==> config.mk <==
export PLATFORM = sky130hd
export DESIGN_NAME = bit_set_sequencer
export DESIGN_NICKNAME = d
export VERILOG_FILES = /design/src/rtl/bit_set_sequencer.sv
export SDC_FILE = /design/constraint.sdc
export NUM_CORES = 1
export LEC_CHECK = 0
export CAP_MARGIN = 20
export CORE_MARGIN = 5
export CORE_UTILIZATION = 30
export DETAILED_ROUTE_END_ITERATION = 8
export SLEW_MARGIN = 20
export SYNTH_ARGS = -nofsm -noshare
export SYNTH_HDL_FRONTEND = slang
export SYNTH_SLANG_ARGS = --single-unit
==> constraint.sdc <==
create_clock -name i_clk -period 4.1 [get_ports i_clk]
set_input_delay 0.82 -clock i_clk [delete_from_list [all_inputs] [get_ports i_clk]]
set_output_delay 0.82 -clock i_clk [all_outputs]
set_load 0.03 [all_outputs]
==> src/rtl/bit_set_sequencer.sv <==
// -----------------------------------------------------------------------------
// bit_set_sequencer
//   Sequential controller around an external combinational bit-setting stage.
//   A stream of sign-magnitude bit indices is accepted through a valid/ready
//   handshake. For each accepted index, the accumulated mask (o_a) and the
//   index (o_b) are presented to the stage. Its result (i_out/i_err) is
//   registered in the same cycle. The last index ends the sequence with a
//   one-cycle o_done pulse, and the final mask is then held on o_mask.
//
// Ports
//   i_clk, i_rstn        clock, asynchronous active-low reset
//   i_start, i_init      begin a sequence (IDLE only) with an initial mask
//   i_b_valid, i_b       index stream; i_last marks the final index
//   o_b_ready            high in ACCUM only
//   o_a, o_b             operands to the bit-setting stage
//   i_out, i_err         result/error from the bit-setting stage
//   o_mask, o_done       accumulated mask, end-of-sequence pulse
//   o_ops_cnt, o_err_cnt saturating counts of applied / rejected indices
// -----------------------------------------------------------------------------
module bit_set_sequencer #(
    parameter int N  = 8,
    parameter int CW = 4
) (
    input  logic          i_clk,
    input  logic          i_rstn,
    input  logic          i_start,
    input  logic [N-1:0]  i_init,
    input  logic          i_b_valid,
    input  logic [N-1:0]  i_b,
    input  logic          i_last,
    output logic          o_b_ready,
    output logic [N-1:0]  o_a,
    output logic [N-1:0]  o_b,
    input  logic [N-1:0]  i_out,
    input  logic          i_err,
    output logic [N-1:0]  o_mask,
    output logic          o_done,
    output logic [CW-1:0] o_ops_cnt,
    output logic [CW-1:0] o_err_cnt
);

    typedef enum logic [1:0] {
        S_IDLE  = 2'd0,
        S_ACCUM = 2'd1,
        S_DONE  = 2'd2
    } state_e;

    localparam logic [CW-1:0] CNT_MAX = {CW{1'b1}};

    state_e        state_q, state_d;
    logic [N-1:0]  mask_q,  mask_d;
    logic [CW-1:0] ops_q,   ops_d;
    logic [CW-1:0] err_q,   err_d;

    always_ff @(posedge i_clk or negedge i_rstn) begin
        if (!i_rstn) begin
            state_q <= S_IDLE;
            mask_q  <= '0;
            ops_q   <= '0;
            err_q   <= '0;
        end else begin
            state_q <= state_d;
            mask_q  <= mask_d;
            ops_q   <= ops_d;
            err_q   <= err_d;
        end
    end

    always_comb begin
        state_d   = state_q;
        mask_d    = mask_q;
        ops_d     = ops_q;
        err_d     = err_q;
        o_b_ready = 1'b0;
        o_done    = 1'b0;
        case (state_q)
            S_IDLE: begin
                if (i_start) begin
                    mask_d  = i_init;
                    ops_d   = '0;
                    err_d   = '0;
                    state_d = S_ACCUM;
                end
            end
            S_ACCUM: begin
                o_b_ready = 1'b1;
                // i_out/i_err are meaningful only on a handshake cycle.
                if (i_b_valid) begin
                    if (!i_err) begin
                        mask_d = i_out;
                        if (ops_q != CNT_MAX) ops_d = ops_q + 1'b1;
                    end else begin
                        if (err_q != CNT_MAX) err_d = err_q + 1'b1;
                    end
                    // A rejected last index still ends the sequence.
                    if (i_last) state_d = S_DONE;
                end
            end
            S_DONE: begin
                o_done  = 1'b1;
                state_d = S_IDLE;
            end
            default: state_d = S_IDLE;
        endcase
    end

    assign o_a       = mask_q;
    assign o_b       = i_b;
    assign o_mask    = mask_q;
    assign o_ops_cnt = ops_q;
    assign o_err_cnt = err_q;

endmodule

Word level (Yosys, flattened, before mapping):

Cells that the tools add are included.

* add/subtract/negate cells: 2
* eq/ne operators: 11
* mux-type cells: 19
* reduce and logical (&&, ||, !) cells: 6

Operator list (number)
* 2-to-1 mux 4 bit: 7
* 2-to-1 mux 8 bit: 3
* one-hot mux 4 bit (2 select lines): 2
* one-hot mux 8 bit (2 select lines): 1
* != test 2 bit (second input constant): 7
* AND reduction 5 bit: 2
* adder 4 x 1 -> 4 bit (second input constant): 2
* != test 4 bit (second input constant): 2
* 2-to-1 mux 2 bit: 3
* one-hot mux 2 bit (2 select lines): 1
* AND reduction 4 bit: 1
* AND reduction 3 bit: 1
* == test 2 x 1 -> 1 bit (second input constant): 1
* == test 2 bit (second input constant): 1
* logical NOT 2 bit: 1
* 2-to-1 mux 1 bit: 2
* nonzero test 2 bit: 1

* bits in registers: 18
* input port bits: 30
* output and inout port bits: 34
* word-level logic and storage cells: 42

Longest topological paths before layout:

Gate-level depths: netlist of the first run.

* word-level depth: 5
* gate-level depth with buffers: 6
* depth with buffers taken out: 4

Worst setup path after synthesis of the first run:

No wires, ideal clock.

* path kind: flip-flop to output port
* from: register state_q[1]
* to: output o_done
* arrival: 0.977 ns
* data required time: 3.280 ns
* path slack: 2.303 ns
* stages on the path, launching flop included: 2
* buffers on the path: 0
* path through: dfrtp_1 -> nor2b_1

* word-level cells in the longest chain between the ends: 2

RTL lines
* start: declaration: RTL line 50 `state_e state_q, state_d;`
* start signal: assignment: RTL line 62 `state_q <= state_d;`
* == test 2 bit: RTL line 76 `case (state_q)`
* 2-to-1 mux 1 bit: RTL line 76
* end: declaration: RTL line 37 `output logic o_done,`

No other way between the ends.

Worst setup path in the final report of the first run:

* from: register state_q[0]
* to: output o_b_ready

* word-level cells in the longest chain between the ends: 2

RTL lines
* == test 2 x 1 -> 1 bit: RTL line 76
* 2-to-1 mux 1 bit: RTL line 76
* end: declaration: RTL line 31 `output logic o_b_ready,`

No other way between the ends.

==> impl_metrics.csv, run 1 <==
group,metric,value,unit
run_status,outcome,"finished clean",
drt,drtPass1Iterations,3,
clock_tree,htreeDepth,1,
setup_path,r2r_start,"state_q[0]$_DFFE_PN0P_",
setup_path,critPathSlowestCell,"clkdlybuf4s50_1",
timing,relSlewSlack,45.21,%
drt,wirelength,2595,um
synth,yosysTopAreaCell,"dfrtp_1",
timing,slew_viol_final,0,
finish,most-common-layout-cells,"clkdlybuf4s50_1 (47), dfrtp_1 (18), mux2_4 (9), mux2_2 (7), nand2_1 (5)",
timing,tightest_slew,0.8193,ns
timing,tns,0,ns
global_route,antenna_found_initial,0,
synth,syn_avg_cell_area,11.76,um2
clock_tree,post_cts_buffers,0,
die,dieArea,5180,um2
finish,final_nets,164,
setup_path,reg2reg_slack,2.32,ns
setup_path,reg2reg_to,"o_a[1]$_DFFE_PN0P_",
synth,synth_edf_count,0,
global_route,grt_pass1_wl,4271,um
timing,fmax,392.7,MHz
drt,dr_wl_met2,1096,um
clock_tree,cts.sinks,18,
synth,synthTopCellsByArea,"dfrtp_1 (39%), mux2_4 (12%), buf_4 (11%), mux2_2 (6.8%), mux2i_1 (3.5%)",
timing,rsz0062_at_grt,"no",
global_route,first_global_vias,907,
drt,ant_nets,0,
synth,syn_nets,130,
clock_tree,cts_buffer_depth,2,
synth,ys.warnings.count,0,
setup_path,max_stage_delay,0.68,ns
drt,drtIter0Drc,25,
timing,setup_viol,0,
pwr,power_density,777.0,nW/um2
drt,vias,848,
setup_path,crit_path_cell_trace,"nor2b_2 -> clkdlybuf4s50_1",
clock_tree,clock_latency,0.25,ns
timing,finClkSkew,0.005869,ns
timing,hold_violations,0,
setup_path,worstPathMaxFanout,10,
global_route,grt_max_degree,19,
clock_tree,ctsHoldBuffers,0,
setup_path,cp_num_buf_inv,1,
synth,syn-cell-area,1152,um2
setup_path,cp_top_family,"buffers and inverters",
die,die_height,71.98,um
place,hpwlAfterDp,1954,um
finish,multi_input_area,536.8,um2
drt,routed.top_layer,"met4",
synth,synth-async-reset-ratio,100.0,%
die,num_rows,22,
worst_hold_path,min_path_cells,1,
drt,met3_length,276,um
place,post-place-ws,1.576,ns
setup_path,cp.required,3.28,ns
finish,layout_commonest_cell,"clkdlybuf4s50_1",
synth,yosys.area.top_type_share,39.09,%
timing,fin_crit_sh,62.11,%
pwr,p_total,1.239,mW
die,fp.dieW,71.98,um
worst_hold_path,min_from,"o_err_cnt[0]$_DFFE_PN0P_",
pwr,vdd_drop_max,0.3449,mV
timing,fin_hold_ws,0.5327,ns
finish,fill_cells,366,
place,gp_congestion,0.8244,
timing,fin_ws,1.554,ns
worst_hold_path,whs_endpoint,"o_err_cnt[0]$_DFFE_PN0P_",
finish,diodes,0,
setup_path,r2r_cells,4,
synth,syn-instance-count,98,
drt,drc,0,
synth,synth_top_flop_cell,"dfrtp_1",
place,io_buffers,47,
setup_path,crit_type,"flip-flop to output pin",
clock_tree,cts_root_buf,"clkbuf_8",
global_route,grt_overflow,0,
synth,ys_types,27,
synth,ys_seq_elements,18,
pwr,leakagePower,0.6701,nW
setup_path,worstPathArrival,1.73,ns
synth,yosysSeqAreaShare,39.09,%
die,io_pins,64,
die,core_area,3689,um2
clock_tree,post_cts_resize_count,0,
clock_tree,clkTransAtPathRegs,0.07,ns
drt,vias_per_cell,4.737,
run,maxCapViolCount,0,
worst_hold_path,worstHoldPathType,"flip-flop to flip-flop",
global_route,grtUsageTotal,10.08,%
finish,drive_above_1_share,21.37,%
finish,area_growth,38.44,%
setup_path,cp-end-kind,"output pin",
clock_tree,cts_tree,"built",
finish,ff_latch_area,450.4,um2
drt,wl_met1,1216,um
drt,wl_per_cell,14.50,um
setup_path,startpoint_type,"flip-flop",
clock_tree,cts_buffers,3,
timing,min_period,2.546,ns
die,start_util,31.24,%
-- synthesized netlist by cell type (3+ instances only) --
| cell | count |
|---|---|
| a31oi_1 | 4 |
| mux2i_1 | 4 |
| nand2_1 | 5 |
| mux2_2 | 7 |
| inv_1 | 4 |
| mux2_4 | 9 |
| dfrtp_1 | 18 |
| nand3_1 | 4 |
| buf_4 | 17 |
| a41oi_1 | 3 |
| nand2b_1 | 3 |
-- worst max path at each step --
stage | depth (start not counted) | slack (ns) | startpoint | endpoint
after floorplan | 1 | 2.30 | state_q[1]$_DFFE_PN0P_ | o_done
after global placement | 4 | 1.63 | i_err | o_a[2]$_DFFE_PN0P_
after detailed placement | 4 | 1.58 | i_err | o_a[0]$_DFFE_PN0P_
after CTS | 2 | 1.54 | state_q[0]$_DFFE_PN0P_ | o_b_ready
after global routing | 2 | 1.46 | state_q[0]$_DFFE_PN0P_ | o_b_ready
final | 2 | 1.55 | state_q[0]$_DFFE_PN0P_ | o_b_ready
-- logic make-up after synthesis --
group | after synthesis | synth area share (%)
buf+inv | 23 | 14.33
simple gates | 21 | 11.62
compound gates | 14 | 10.75
flops | 18 | 39.09
fa+ha+maj | 2 | 2.171
mux | 20 | 22.04
-- power breakdown --
part           total [mW]  switching, mW  internal (mW)
Combinational       0.756          0.397          0.359
Sequential          0.339         0.0877          0.251
Clock               0.145         0.0593         0.0852
Total                1.24          0.544          0.696
-- metrics by stage --
stage          cell area [um2]  utilization, %  instances
3_5_place_dp              1540           41.76        175
2_1_floorplan             1152               -         98
6_report                  1595           43.25        179
4_1_cts                   1595           43.25        179
5_1_grt                   1595           43.25        179
3_3_place_gp              1540           41.76        175
-- metal layers --
layer | GRT usage, % | vias to the layer above
met4 | 2.714 | 0
li1 | - | 402
met1 | 13.03 | 402
met5 | 0 | -
met2 | 15.71 | 42
met3 | 3.878 | 2
-- flip-flops by register name, indices dropped and copies added, names as in the netlist --
signal and count:
o_ops_cnt 4, o_a 8, state_q 2, o_err_cnt 4
-- final cells by class --
| cell class | count | area share (%) |
|---|---|---|
| sequential | 18 | 28.24 |
| timing repair buffer | 48 | 29.96 |
| clock buffer | 4 | 3.451 |
| inverter | 4 | 0.9412 |
| tap | 48 | 3.765 |
| multi-input combinational | 57 | 33.65 |
(Power assumes the default switching activity.)
==> run 2: changes to the inputs <==
- PLACE_DENSITY: not set -> 0.67
- clock period: 4.1 -> 2.05 ns (I/O delays scaled with it)
==> run 2 against run 1 <==
Final cell count is 3.4% higher. Die area unchanged. Clock skew is 0.00058 ns higher. Sequential power up 89%.
==> impl_metrics.csv, run 2 (synthesis gave the netlist of run 1 again) <==
group,metric,value,unit
die,core_area,3689,um2
timing,fmax,537.6,MHz
finish,final_nets,170,
global_route,first_global_vias,886,
die,start_util,31.24,%
clock_tree,post_cts_buffers,0,
drt,vias_per_cell,4.778,
finish,fill_cells,354,
timing,slew_viol_final,0,
finish,largest_register_ffs,8,
place,io_buffers,47,
global_route,grt_pass1_wl,4491,um
finish,final_cell_count_no_fill,185,
finish,drive_above_1_share,25.55,%
timing,hold_violations,0,
drt,drc,0,
clock_tree,cts_buffer_depth,2,
timing,rsz0062_at_grt,"no",
timing,min_period,1.860,ns
setup_path,crit_type,"flip-flop to output pin",
setup_path,critPathSlowestCell,"clkdlybuf4s50_1",
die,die_height,71.98,um
die,num_rows,22,
pwr,leakagePower,0.7009,nW
timing,fin_crit_sh,90.74,%
finish,most-common-layout-cells,"clkdlybuf4s50_1 (46), dfrtp_1 (18), mux2_4 (9), buf_4 (8), mux2_2 (7)",
drt,wirelength,2753,um
worst_hold_path,worstHoldPathType,"primary input to asynchronous set/reset pin",
clock_tree,cts_root_buf,"clkbuf_8",
drt,drtPass1Iterations,4,
timing,tns,0,ns
setup_path,cp_num_buf_inv,1,
timing,setup_viol,0,
run,maxCapViolCount,0,
clock_tree,ctsHoldBuffers,0,
pwr,vdd_drop_max,0.8325,mV
finish,area_growth,42.13,%
clock_tree,cts_tree,"built",
drt,vias,884,
timing,relSlewSlack,75.15,%
place,dpl.cell_count,181,
finish,diodes,0,
place,hpwlAfterDp,2115,um
pwr,power_density,1543,nW/um2
setup_path,cp_top_family,"buffers and inverters",
clock_tree,clkTransAtPathRegs,0.07,ns
global_route,grtUsageTotal,10.95,%
die,io_pins,64,
drt,ant_nets,0,
setup_path,worstPathMaxFanout,7,
setup_path,cp-end-kind,"output pin",
clock_tree,post_cts_resize_count,0,
timing,tightest_slew,0.3624,ns
setup_path,max_stage_delay,0.72,ns
place,gp_congestion,0.7290,
die,dieArea,5180,um2
finish,layout_commonest_cell,"clkdlybuf4s50_1",
global_route,grt_max_degree,19,
clock_tree,cts_buffers,3,
timing,finClkSkew,0.006450,ns
setup_path,worstPathArrival,1.45,ns
setup_path,startpoint_type,"flip-flop",
drt,drtIter0Drc,27,
die,fp.dieW,71.98,um
global_route,grt_overflow,0,
run_status,outcome,"finished clean",
clock_tree,htreeDepth,1,
clock_tree,clock_latency,0.26,ns
drt,wl_per_cell,14.88,um
clock_tree,cts.sinks,18,
global_route,antenna_found_initial,0,
setup_path,crit_path_cell_trace,"clkdlybuf4s50_1",
setup_path,cp.required,1.64,ns
## run 2: final timing paths
check	from	to	slack (ns)	depth (start not counted)
setup / recovery	o_ops_cnt[2]$_DFFE_PN0P_	o_ops_cnt[2]	0.19	1
hold / removal	i_rstn	o_err_cnt[3]$_DFFE_PN0P_	0.48	2
setup reg to reg	state_q[0]$_DFFE_PN0P_	o_a[0]$_DFFE_PN0P_	0.45	5
hold reg to reg	o_err_cnt[0]$_DFFE_PN0P_	o_err_cnt[0]$_DFFE_PN0P_	0.53	1
max in group asynchronous	i_rstn	o_a[7]$_DFFE_PN0P_	1.36	2
min in group i_clk	o_err_cnt[0]$_DFFE_PN0P_	o_err_cnt[0]$_DFFE_PN0P_	0.53	1
## run 2: area by class of cell
cell class / instances / area [um2] / area share, %
multi-input combinational: 57 / 536.8 / 32.77
timing repair buffer: 54 / 520.5 / 31.78
sequential: 18 / 450.4 / 27.50
tap: 48 / 60.06 / 3.667
clock buffer: 4 / 55.05 / 3.361
inverter: 4 / 15.01 / 0.9167
## run 2: layer usage
layer / track usage, % / share of wire [%] / vias to the layer above
met4: 2.296 / 0.44 / 0
met3: 5.125 / 11 / 2
li1: - / - / 416
met2: 16.94 / 44 / 50
met5: 0 / 0 / -
met1: 14.01 / 44 / 416
## run 2: metrics by stage
| stage | power [mW] | hold WS (ns) | setup slack [ns] | utilization, % | instance area (um2) |
|---|---|---|---|---|---|
| floorplan | 1.776 | 0.1144 | 0.4298 | - | 1152 |
| global placement | 2.222 | 0.5151 | 0.1412 | 42.91 | 1583 |
| detailed placement | 2.255 | 0.5170 | 0.09270 | 42.91 | 1583 |
| CTS | 2.557 | 0.4924 | 0.1812 | 44.40 | 1638 |
| global route | 2.683 | 0.5085 | 0.1231 | 44.40 | 1638 |
| finish | 2.527 | 0.4822 | 0.1897 | 44.40 | 1638 |
## run 2: report_power, final
part / leakage, nW / switching (mW) / total [mW] / internal, mW
Combinational: 0.446 / 0.839 / 1.59 / 0.753
Sequential: 0.227 / 0.139 / 0.642 / 0.503
Clock: 0.0288 / 0.123 / 0.293 / 0.171
Total: 0.701 / 1.10 / 2.53 / 1.43
